===== src/rtl/mcc_pkg.sv =====
// Shared state encodings, opcodes, select codes and control bundle for multicycle_ctrl.
// Optional jump support is enabled by MCCTRL_JUMP_EN.
package mcc_pkg;

    localparam int unsigned STATE_W = 4;
    localparam int unsigned OP_W    = 6;

    localparam logic [STATE_W-1:0] ST_FETCH    = 4'd0;
    localparam logic [STATE_W-1:0] ST_DECODE   = 4'd1;
    localparam logic [STATE_W-1:0] ST_EXEC_R   = 4'd2;
    localparam logic [STATE_W-1:0] ST_WB_R     = 4'd3;
    localparam logic [STATE_W-1:0] ST_EXEC_I   = 4'd4;
    localparam logic [STATE_W-1:0] ST_WB_I     = 4'd5;
    localparam logic [STATE_W-1:0] ST_MEM_ADDR = 4'd6;
    localparam logic [STATE_W-1:0] ST_MEM_RD   = 4'd7;
    localparam logic [STATE_W-1:0] ST_MEM_WB   = 4'd8;
    localparam logic [STATE_W-1:0] ST_MEM_WR   = 4'd9;
    localparam logic [STATE_W-1:0] ST_BRANCH   = 4'd10;
    localparam logic [STATE_W-1:0] ST_JUMP     = 4'd11;
    localparam logic [STATE_W-1:0] ST_ILLEGAL  = 4'd12;

    typedef enum logic [STATE_W-1:0] {
        S_FETCH    = ST_FETCH,
        S_DECODE   = ST_DECODE,
        S_EXEC_R   = ST_EXEC_R,
        S_WB_R     = ST_WB_R,
        S_EXEC_I   = ST_EXEC_I,
        S_WB_I     = ST_WB_I,
        S_MEM_ADDR = ST_MEM_ADDR,
        S_MEM_RD   = ST_MEM_RD,
        S_MEM_WB   = ST_MEM_WB,
        S_MEM_WR   = ST_MEM_WR,
        S_BRANCH   = ST_BRANCH,
        S_JUMP     = ST_JUMP,
        S_ILLEGAL  = ST_ILLEGAL
    } state_e;

    localparam logic [OP_W-1:0] OP_R    = 6'b000000;
    localparam logic [OP_W-1:0] OP_LW   = 6'b100011;
    localparam logic [OP_W-1:0] OP_SW   = 6'b101011;
    localparam logic [OP_W-1:0] OP_BEQ  = 6'b000100;
    localparam logic [OP_W-1:0] OP_ADDI = 6'b001000;
    localparam logic [OP_W-1:0] OP_SLTI = 6'b001010;
    localparam logic [OP_W-1:0] OP_J    = 6'b000010;

    localparam logic [1:0] ASB_RT      = 2'b00;
    localparam logic [1:0] ASB_FOUR    = 2'b01;
    localparam logic [1:0] ASB_IMM     = 2'b10;
    localparam logic [1:0] ASB_IMM_SH2 = 2'b11;

    localparam logic [1:0] PCS_ALU    = 2'b00;
    localparam logic [1:0] PCS_ALUOUT = 2'b01;
    localparam logic [1:0] PCS_JUMP   = 2'b10;

    // Datapath control bundle; alu_op is carried separately because its width is a parameter.
    typedef struct packed {
        logic       pc_write;
        logic       pc_write_cond;
        logic       i_or_d;
        logic       mem_read;
        logic       mem_write;
        logic       ir_write;
        logic       mem_to_reg;
        logic       reg_write;
        logic       reg_dst;
        logic       alu_src_a;
        logic [1:0] alu_src_b;
        logic [1:0] pc_source;
        logic       illegal;
    } ctrl_t;

endpackage


===== src/rtl/mcc_out_decode.sv =====
// Combinational Moore output decode: state (+ op_q, mem_ready for FETCH writes) to datapath controls.
// JUMP state outputs exist only when MCCTRL_JUMP_EN is defined.
module mcc_out_decode
    import mcc_pkg::*;
#(
    parameter int unsigned            ALU_OP_W   = 3,
    parameter logic [ALU_OP_W-1:0]    ALU_OP_ADD = ALU_OP_W'(0),
    parameter logic [ALU_OP_W-1:0]    ALU_OP_SUB = ALU_OP_W'(1),
    parameter logic [ALU_OP_W-1:0]    ALU_OP_SLT = ALU_OP_W'(2),
    parameter logic [ALU_OP_W-1:0]    ALU_OP_R   = ALU_OP_W'(4)
) (
    input  state_e              state_i,
    input  logic [OP_W-1:0]     op_i,
    input  logic                mem_ready_i,
    output ctrl_t               ctrl_o,
    output logic [ALU_OP_W-1:0] alu_op_o
);

    always_comb begin
        ctrl_o   = '0;
        alu_op_o = ALU_OP_ADD;
        case (state_i)
            S_FETCH: begin
                // IR and PC only update on the cycle the fetch read actually returns.
                ctrl_o.mem_read  = 1'b1;
                ctrl_o.i_or_d    = 1'b0;
                ctrl_o.alu_src_a = 1'b0;
                ctrl_o.alu_src_b = ASB_FOUR;
                ctrl_o.pc_source = PCS_ALU;
                ctrl_o.ir_write  = mem_ready_i;
                ctrl_o.pc_write  = mem_ready_i;
                alu_op_o         = ALU_OP_ADD;
            end
            S_DECODE: begin
                ctrl_o.alu_src_a = 1'b0;
                ctrl_o.alu_src_b = ASB_IMM_SH2;
                alu_op_o         = ALU_OP_ADD;
            end
            S_EXEC_R: begin
                ctrl_o.alu_src_a = 1'b1;
                ctrl_o.alu_src_b = ASB_RT;
                alu_op_o         = ALU_OP_R;
            end
            S_WB_R: begin
                ctrl_o.reg_write  = 1'b1;
                ctrl_o.reg_dst    = 1'b1;
                ctrl_o.mem_to_reg = 1'b0;
            end
            S_EXEC_I: begin
                ctrl_o.alu_src_a = 1'b1;
                ctrl_o.alu_src_b = ASB_IMM;
                alu_op_o         = (op_i == OP_SLTI) ? ALU_OP_SLT : ALU_OP_ADD;
            end
            S_WB_I: begin
                ctrl_o.reg_write  = 1'b1;
                ctrl_o.reg_dst    = 1'b0;
                ctrl_o.mem_to_reg = 1'b0;
            end
            S_MEM_ADDR: begin
                ctrl_o.alu_src_a = 1'b1;
                ctrl_o.alu_src_b = ASB_IMM;
                alu_op_o         = ALU_OP_ADD;
            end
            S_MEM_RD: begin
                ctrl_o.mem_read = 1'b1;
                ctrl_o.i_or_d   = 1'b1;
            end
            S_MEM_WB: begin
                ctrl_o.reg_write  = 1'b1;
                ctrl_o.mem_to_reg = 1'b1;
                ctrl_o.reg_dst    = 1'b0;
            end
            S_MEM_WR: begin
                ctrl_o.mem_write = 1'b1;
                ctrl_o.i_or_d    = 1'b1;
            end
            S_BRANCH: begin
                ctrl_o.alu_src_a     = 1'b1;
                ctrl_o.alu_src_b     = ASB_RT;
                ctrl_o.pc_write_cond = 1'b1;
                ctrl_o.pc_source     = PCS_ALUOUT;
                alu_op_o             = ALU_OP_SUB;
            end
`ifdef MCCTRL_JUMP_EN
            S_JUMP: begin
                ctrl_o.pc_write  = 1'b1;
                ctrl_o.pc_source = PCS_JUMP;
            end
`endif
            S_ILLEGAL: begin
                ctrl_o.illegal = 1'b1;
            end
            default: begin
                ctrl_o   = '0;
                alu_op_o = ALU_OP_ADD;
            end
        endcase
    end

endmodule


===== src/rtl/multicycle_ctrl.sv =====
// Multi-cycle Moore control FSM with memory-ready stalls and illegal-opcode reporting.
// Define MCCTRL_JUMP_EN to add the J instruction (JUMP state); otherwise opcode 000010 is illegal.
module multicycle_ctrl
    import mcc_pkg::*;
#(
    parameter int unsigned            ALU_OP_W   = 3,
    parameter logic [ALU_OP_W-1:0]    ALU_OP_ADD = ALU_OP_W'(0),
    parameter logic [ALU_OP_W-1:0]    ALU_OP_SUB = ALU_OP_W'(1),
    parameter logic [ALU_OP_W-1:0]    ALU_OP_SLT = ALU_OP_W'(2),
    parameter logic [ALU_OP_W-1:0]    ALU_OP_R   = ALU_OP_W'(4)
) (
    input  logic                clk_i,
    input  logic                rst_i,
    input  logic [5:0]          instr_op_i,
    input  logic                mem_ready_i,
    output logic                pc_write_o,
    output logic                pc_write_cond_o,
    output logic                i_or_d_o,
    output logic                mem_read_o,
    output logic                mem_write_o,
    output logic                ir_write_o,
    output logic                mem_to_reg_o,
    output logic                reg_write_o,
    output logic                reg_dst_o,
    output logic                alu_src_a_o,
    output logic [1:0]          alu_src_b_o,
    output logic [ALU_OP_W-1:0] alu_op_o,
    output logic [1:0]          pc_source_o,
    output logic                illegal_o,
    output logic [3:0]          state_o
);

    state_e              state_q, state_d;
    logic [OP_W-1:0]     op_q, op_d;
    ctrl_t               dec_ctrl_c, out_ctrl_c;
    logic [ALU_OP_W-1:0] dec_alu_op_c, out_alu_op_c;

    always_ff @(posedge clk_i or posedge rst_i) begin
        if (rst_i) begin
            state_q <= S_FETCH;
            op_q    <= '0;
        end else begin
            state_q <= state_d;
            op_q    <= op_d;
        end
    end

    // Next-state: DECODE branches on the live opcode (being latched), later states on op_q.
    always_comb begin
        state_d = state_q;
        op_d    = op_q;
        case (state_q)
            S_FETCH:    state_d = mem_ready_i ? S_DECODE : S_FETCH;
            S_DECODE: begin
                op_d = instr_op_i;
                case (instr_op_i)
                    OP_R:            state_d = S_EXEC_R;
                    OP_LW, OP_SW:    state_d = S_MEM_ADDR;
                    OP_BEQ:          state_d = S_BRANCH;
                    OP_ADDI, OP_SLTI: state_d = S_EXEC_I;
`ifdef MCCTRL_JUMP_EN
                    OP_J:            state_d = S_JUMP;
`else
                    OP_J:            state_d = S_ILLEGAL;
`endif
                    default:         state_d = S_ILLEGAL;
                endcase
            end
            S_EXEC_R:   state_d = S_WB_R;
            S_WB_R:     state_d = S_FETCH;
            S_EXEC_I:   state_d = S_WB_I;
            S_WB_I:     state_d = S_FETCH;
            S_MEM_ADDR: state_d = (op_q == OP_LW) ? S_MEM_RD : S_MEM_WR;
            S_MEM_RD:   state_d = mem_ready_i ? S_MEM_WB : S_MEM_RD;
            S_MEM_WB:   state_d = S_FETCH;
            S_MEM_WR:   state_d = mem_ready_i ? S_FETCH : S_MEM_WR;
            S_BRANCH:   state_d = S_FETCH;
`ifdef MCCTRL_JUMP_EN
            S_JUMP:     state_d = S_FETCH;
`endif
            S_ILLEGAL:  state_d = S_FETCH;
            default:    state_d = S_FETCH;
        endcase
    end

    mcc_out_decode #(
        .ALU_OP_W   (ALU_OP_W),
        .ALU_OP_ADD (ALU_OP_ADD),
        .ALU_OP_SUB (ALU_OP_SUB),
        .ALU_OP_SLT (ALU_OP_SLT),
        .ALU_OP_R   (ALU_OP_R)
    ) u_out_decode (
        .state_i     (state_q),
        .op_i        (op_q),
        .mem_ready_i (mem_ready_i),
        .ctrl_o      (dec_ctrl_c),
        .alu_op_o    (dec_alu_op_c)
    );

    // Hold everything quiet while reset is asserted, even though FETCH would otherwise request a read.
    always_comb begin
        out_ctrl_c   = dec_ctrl_c;
        out_alu_op_c = dec_alu_op_c;
        if (rst_i) begin
            out_ctrl_c   = '0;
            out_alu_op_c = ALU_OP_ADD;
        end
    end

    assign pc_write_o      = out_ctrl_c.pc_write;
    assign pc_write_cond_o = out_ctrl_c.pc_write_cond;
    assign i_or_d_o        = out_ctrl_c.i_or_d;
    assign mem_read_o      = out_ctrl_c.mem_read;
    assign mem_write_o     = out_ctrl_c.mem_write;
    assign ir_write_o      = out_ctrl_c.ir_write;
    assign mem_to_reg_o    = out_ctrl_c.mem_to_reg;
    assign reg_write_o     = out_ctrl_c.reg_write;
    assign reg_dst_o       = out_ctrl_c.reg_dst;
    assign alu_src_a_o     = out_ctrl_c.alu_src_a;
    assign alu_src_b_o     = out_ctrl_c.alu_src_b;
    assign pc_source_o     = out_ctrl_c.pc_source;
    assign illegal_o       = out_ctrl_c.illegal;
    assign alu_op_o        = out_alu_op_c;
    assign state_o         = state_q;

endmodule


===== config.mk =====
export PLATFORM = sky130hd
export DESIGN_NAME = multicycle_ctrl
export DESIGN_NICKNAME = d
export VERILOG_FILES = /design/src/rtl/mcc_pkg.sv /design/src/rtl/mcc_out_decode.sv /design/src/rtl/multicycle_ctrl.sv
export SDC_FILE = /design/constraint.sdc
export NUM_CORES = 1
export LEC_CHECK = 0
export BUFFER_PORTS_ARGS = -buffer_cell sky130_fd_sc_hd__buf_2
export CORE_MARGIN = 1.5
export CORE_UTILIZATION = 51
export CTS_BUF_LIST = sky130_fd_sc_hd__clkbuf_8
export CTS_CLUSTER_SIZE = 12
export DETAILED_ROUTE_END_ITERATION = 8
export PLACE_DENSITY = 0.84
export SYNTH_ARGS = -nofsm -noshare
export SYNTH_HDL_FRONTEND = slang
export SYNTH_HIERARCHICAL = 1
export SYNTH_SLANG_ARGS = --single-unit

===== constraint.sdc =====
create_clock -name clk_i -period 2 [get_ports clk_i]
set_input_delay 0.4 -clock clk_i [delete_from_list [all_inputs] [get_ports clk_i]]
set_output_delay 0.4 -clock clk_i [all_outputs]
set_load 0.005 [all_outputs]

==> results of run 1 <==
[worst paths after layout]
| check | start | end | slack (ns) | cells past startpoint |
|---|---|---|---|---|
| min reg2reg | op_q[3]$_DFFE_PP0P_ | op_q[3]$_DFFE_PP0P_ | 0.53 | 1 |
| max in group asynchronous | rst_i | state_o[0]$_DFF_PP0_ | 1.40 | 2 |
| min | rst_i | op_q[3]$_DFFE_PP0P_ | 0.30 | 2 |
| min in group clk_i | instr_op_i[2] | op_q[2]$_DFFE_PP0P_ | 0.43 | 2 |
| max | state_o[1]$_DFF_PP0_ | mem_read_o | 0.07 | 4 |
| max reg2reg | state_o[2]$_DFF_PP0_ | op_q[1]$_DFFE_PP0P_ | 0.40 | 4 |
[kinds of logic (layout without fill, tap and decap cells)]
kind of cell	count (synthesis)	after routing
simple gates	59	59
compound gates	18	18
buf+inv	14	45
flops	10	10
mux	6	6
other cells	1	1
xor+xnor	1	1
[power breakdown]
group / internal, mW / switching (mW)
registers: 0.306 / 0.132
clock network: 0.173 / 0.0754
logic: 0.462 / 0.356
[area by class of cell]
cell class / count / area, sq um / area share
clock buffer: 4 / 55.1 / 0.0488
tap: 17 / 21.3 / 0.0189
inverter: 4 / 15.0 / 0.0133
timing repair buffer: 37 / 205 / 0.182
multi-input combinational: 85 / 576 / 0.511
sequential: 10 / 255 / 0.226
[worst register-to-register path, cell delays in order, from the launching register on]
cell and delay (ns):
dfrtp_2 0.45, buf_4 0.19, nand2b_4 0.17, nor3_4 0.28
mux2_2 0.39
[per-stage QoR]
step	cells	cell area, sq um	hold slack, ns
6_report	157	1130	0.297
5_1_grt	157	1130	0.342
4_1_cts	153	1090	0.298
3_5_place_dp	149	1030	0.527
3_3_place_gp	149	1030	0.515
2_1_floorplan	109	906	0.453
[metal layers]
metal  GRT usage  wire length (um)  up-vias
met5           0                 0        -
met4       0.100                46        0
met3      0.0240               102        7
met2       0.346               986       40
met1       0.252               828      415
li1            -                 -      435
[flip-flops by register name, summed over array words and instances, names as in the netlist]
signal	cells
op_q	6
state_o	4
[what timing repair did]
action / CTS / global route
endpoints found under the hold margin: 0 / 0
resized for setup: 0 / 5
setup buffers: 0 / 4
setup endpoints to repair: 0 / 8
[layout by cell type, fill, tap and decap left out, types with 2 or more instances in the layout]
| cell | count |
|---|---|
| dfrtp_1 | 6 |
| nand3_1 | 2 |
| o21ai_0 | 6 |
| nor3_1 | 3 |
| mux2_2 | 6 |
| nor3b_1 | 3 |
| inv_1 | 4 |
| and3_1 | 3 |
| buf_4 | 8 |
| nand2_1 | 4 |
| dfrtp_2 | 4 |
| buf_2 | 29 |
| nand2b_1 | 5 |
| o32ai_1 | 2 |
| nand3b_1 | 2 |
| nor2b_1 | 17 |
| a21oi_1 | 5 |
| clkbuf_8 | 4 |
| or3b_1 | 2 |
| nor2_1 | 9 |
==> results.yml, run 1 <==
sta:
  hold_viol_final: 0
  fmax_mhz: 519
  totalNegativeSetupSlack_ns: 0
  period_minus_slack_ns: 1.93
  fin_crit_sh: 0.964
  clock-skew-final_ns: 0.00208
  setup_viol: 0
  setup_ws_ns: 0.0714
  slew_violations: 0
power_and_ir_drop:
  cellPowerDensity_nw_per_um2: 1330
  ir_drop_mv: 0.796
  leakagePower_nw: 0.534
  power_mw: 1.50
placement:
  gp_congestion: 0.784
  post-place-ws_ns: 0.296
  io_buffers: 29
  hpwlAfterDp_um: 1420
route:
  routed-via-count: 897
  drc: 0
  drt_wl_total_um: 1960
  wl_per_cell_um: 12.5
  first_pass_iters: 4
  ant_nets: 0
  drt-vias-per-instance: 5.71
  first_iter_violations: 15
critical_path:
  max_stage_delay_ns: 0.49
  crit_family: "simple AND/OR/NAND/NOR gates"
  cp_data_arrival_time_ns: 1.53
  crit_slowest_cell: "dfrtp_2"
  endpoint_kind: "output port"
  cp.required_ns: 1.60
  cp_num_buf_inv: 1
  path_class: "flop to output port"
  cp_cell_sequence: "or3_1 > a21oi_1 > nor2b_2 > buf_2"
  cp_max_fo: 15
  cp-start-kind: "flop"
cts:
  clock_path_buffers: 2
  cts.htree.levels: 1
  clk_latency_ns: 0.23
  postCtsHoldBufs: 0
  cts_tree: "built"
  path_clk_slew_ns: 0.05
  cts_root_buf: "clkbuf_8"
  clock_sinks: 10
  numCtsBuffers: 3
logic_synthesis:
  ys_async_sr_fraction: 1.00
  syn_inst: 109
  ys_seq_area_frac: 0.276
  syn_avg_cell_area_sq_um: 8.31
  ys_ff_latch: 10
  yosysMostFrequentCell: "nor2b_1"
  synth_common_cells: "nor2b_1, dfrtp_1, nor2_1, mux2_2, o21ai_0"
  synthAdderAreaFrac: 0
  ys_top_cells_by_area: "dfrtp_1, nor2b_1, mux2_2"
  synthMuxAreaShare: 0.0746
  yosysUniqueCellTypes: 35
  synth_fp_nets: 118
  synth_top_family_by_area: "simple AND/OR/NAND/NOR gates"
  syn_area_sq_um: 906
  synth.top_cell.area_share: 0.276
  synth_edf_count: 0
  synth-xor-area-share: 0.00967
  yosysTopAreaCell: "dfrtp_1"
  synth-compound-area-share: 0.127
  synth_top_flop_cell: "dfrtp_1"
  ys_warn_count: 6
  synthSimpleGateAreaFrac: 0.417
finish:
  fin_nets: 150
  diodes: 0
  drive_gt1_frac: 0.400
  synthToLayoutAreaGrowth_pct: 24.4
  fillers: 148
  utilization: 0.667
die:
  io_pins: 31
  initial_core_util: 0.536
  core_sq_um: 1690
  die-area_sq_um: 2040
  die_w_um: 45.1
  num_rows: 15
  die_y_um: 45.1
worst_hold_path:
  hp-class: "input pin to asynchronous set/reset pin"
flow_run:
  drv_cap: 0
global_routing:
  grtUsageTotal: 0.203
  grt_max_degree: 20
  grt_pass1_vias: 725
  antenna_found_initial: 0
  grt_overflow: 0
  grt_pass1_wl_um: 3060
status:
  status: "complete, no violations"
Note: power is estimated with default switching activity, not from simulation.
==> inputs of run 2 (changes only) <==
--- a/config.mk
+++ b/config.mk
@@ -7,11 +7,11 @@
 export LEC_CHECK = 0
 export BUFFER_PORTS_ARGS = -buffer_cell sky130_fd_sc_hd__buf_2
 export CORE_MARGIN = 1.5
-export CORE_UTILIZATION = 51
+export CORE_UTILIZATION = 46
 export CTS_BUF_LIST = sky130_fd_sc_hd__clkbuf_8
 export CTS_CLUSTER_SIZE = 12
 export DETAILED_ROUTE_END_ITERATION = 8
-export PLACE_DENSITY = 0.84
+export PLACE_DENSITY = 0.8
 export SYNTH_ARGS = -nofsm -noshare
 export SYNTH_HDL_FRONTEND = slang
 export SYNTH_HIERARCHICAL = 1
==> constraint.sdc (replaced) <==
create_clock -name clk_i -period 1.55 [get_ports clk_i]
set_input_delay 0.31 -clock clk_i [delete_from_list [all_inputs] [get_ports clk_i]]
set_output_delay 0.31 -clock clk_i [all_outputs]
set_load 0.005 [all_outputs]
==> results.yml, run 2 (synthesis results as in run 1) <==
power_and_ir_drop:
  ir_drop_mv: 1.37
  p_sw_mw: 0.969
  p_clk_frac: 0.124
  cellInternalPower_mw: 1.64
  leakagePower_nw: 0.665
  cellPowerDensity_nw_per_um2: 1860
  switching_share: 0.371
  combinationalPowerShare: 0.670
  seqPwrFrac: 0.206
route:
  first_iter_violations: 8
  drt_wl_total_um: 2530
  drt-vias-per-instance: 5.25
  first_pass_iters: 4
  wl_per_cell_um: 14.0
  routed-via-count: 951
  ant_nets: 0
  drc: 0
critical_path:
  endpoint_kind: "output port"
  cp_max_fo: 8
  cp_cell_sequence: "or3b_1 > a21boi_2 > nor2b_1 > buf_2"
  cp.required_ns: 1.24
  cp_data_arrival_time_ns: 1.46
  cp-start-kind: "flop"
  max_stage_delay_ns: 0.44
  crit_slowest_cell: "dfrtp_2"
  path_class: "flop to output port"
  cp_num_buf_inv: 1
  crit_family: "simple AND/OR/NAND/NOR gates"
sta:
  setup_viol: 19
  clock-skew-final_ns: 0.00429
  rsz0062_at_grt: "true"
  slew_violations: 0
  hold_viol_final: 0
  setup_ws_ns: -0.216
  period_minus_slack_ns: 1.77
  fin_crit_sh: 1.14
  fmax_mhz: 566
finish:
  drive_gt1_frac: 0.558
  layout_common_cells: "buf_2, nor2b_1, buf_4"
  utilization: 0.787
  synthToLayoutAreaGrowth_pct: 54.8
  layout_commonest_cell: "buf_2"
  fin_nets: 166
  largest_reg_flops: 6
  stdcell_area_sq_um: 1400
  diodes: 0
  regMostFlops: "op_q"
placement:
  io_buffers: 29
  placed_area_sq_um: 1090
  hpwlAfterDp_um: 1570
  gp_congestion: 0.845
die:
  core_sq_um: 1780
  die-area_sq_um: 2240
  initial_core_util: 0.508
  num_rows: 15
  die_w_um: 47.4
  die_y_um: 47.4
  io_pins: 31
cts:
  cts.htree.levels: 1
  clock_sinks: 10
  clk_latency_ns: 0.24
  cts_root_buf: "clkbuf_8"
  cts_tree: "built"
  path_clk_slew_ns: 0.05
  numCtsBuffers: 3
  clock_path_buffers: 2
status:
  violations: "setup timing"
  status: "complete, but fails checks"
global_routing:
  grt_max_degree: 20
  grt_pass1_wl_um: 3470
  grtUsageTotal: 0.220
  grt_pass1_vias: 792
  grt_overflow: 0
  antenna_found_initial: 0
flow_run:
  drv_cap: 0
worst_hold_path:
  hp-class: "input pin to asynchronous set/reset pin"
==> run 2: cell types whose count changed in the layout (fill, tap and decap cells not counted), sizes merged <==
cell	previous run	this run
buf	37	53
==> run 2: power by group through the flow <==
stage               clock, mW  combinational [mW]  sequential [mW]
floorplan                   0               0.776            0.507
global placement            0                1.06            0.515
detailed placement          0                1.09            0.526
CTS                     0.327                1.35            0.521
global route            0.338                1.88            0.556
finish                  0.324                1.75            0.538
==> run 2: what timing repair did <==
action | CTS | global route
gates resized for setup | 18 | 20
setup endpoints to repair | 17 | 23
setup buffers | 7 | 7
hold buffers | 0 | 0
pin swaps | 11 | 5
==> run 2: area by class of cell <==
class                           instances  area (sq um)
Sequential cell                        10           255
Inverter                                4          15.0
Timing Repair Buffer                   53           359
Tap cell                               25          31.3
Multi-Input combinational cell         85           687
Clock buffer                            4          55.1
Fill cell                             124           380
==> run 2: stage by stage <==
step	hold WS, ns	TNS [ns]	power (mW)	worst slack [ns]	instances
after floorplan	0.363	0	1.28	0.0479	109
after global placement	0.436	0	1.58	0.0376	163
after detailed placement	0.450	0	1.62	0.0142	163
after CTS	0.197	-2.11	2.20	-0.216	174
after global routing	0.241	-3.68	2.77	-0.284	181
final	0.187	-1.94	2.61	-0.216	181
==> run 2: path summary, 6_finish.rpt <==
kind | from | endpoint | slack [ns] | cells after the start
worst max-delay path | state_o[2]$_DFF_PP0_ | i_or_d_o | -0.22 | 4
worst min-delay path | rst_i | op_q[3]$_DFFE_PP0P_ | 0.19 | 2
worst max register to register | state_o[0]$_DFF_PP0_ | state_o[1]$_DFF_PP0_ | -0.01 | 7
worst min register to register | state_o[3]$_DFF_PP0_ | state_o[2]$_DFF_PP0_ | 0.52 | 1
max in group asynchronous | rst_i | state_o[2]$_DFF_PP0_ | 1.06 | 2
min in group clk_i | instr_op_i[5] | op_q[5]$_DFFE_PP0P_ | 0.33 | 2
==> run 2: per-layer routing <==
metal	part of all wire	global-route usage	up-vias
li1	-	-	469
met1	0.41	0.263	442
met2	0.52	0.376	33
met3	0.046	0.0423	7
met4	0.018	0.106	0
met5	0	0	-
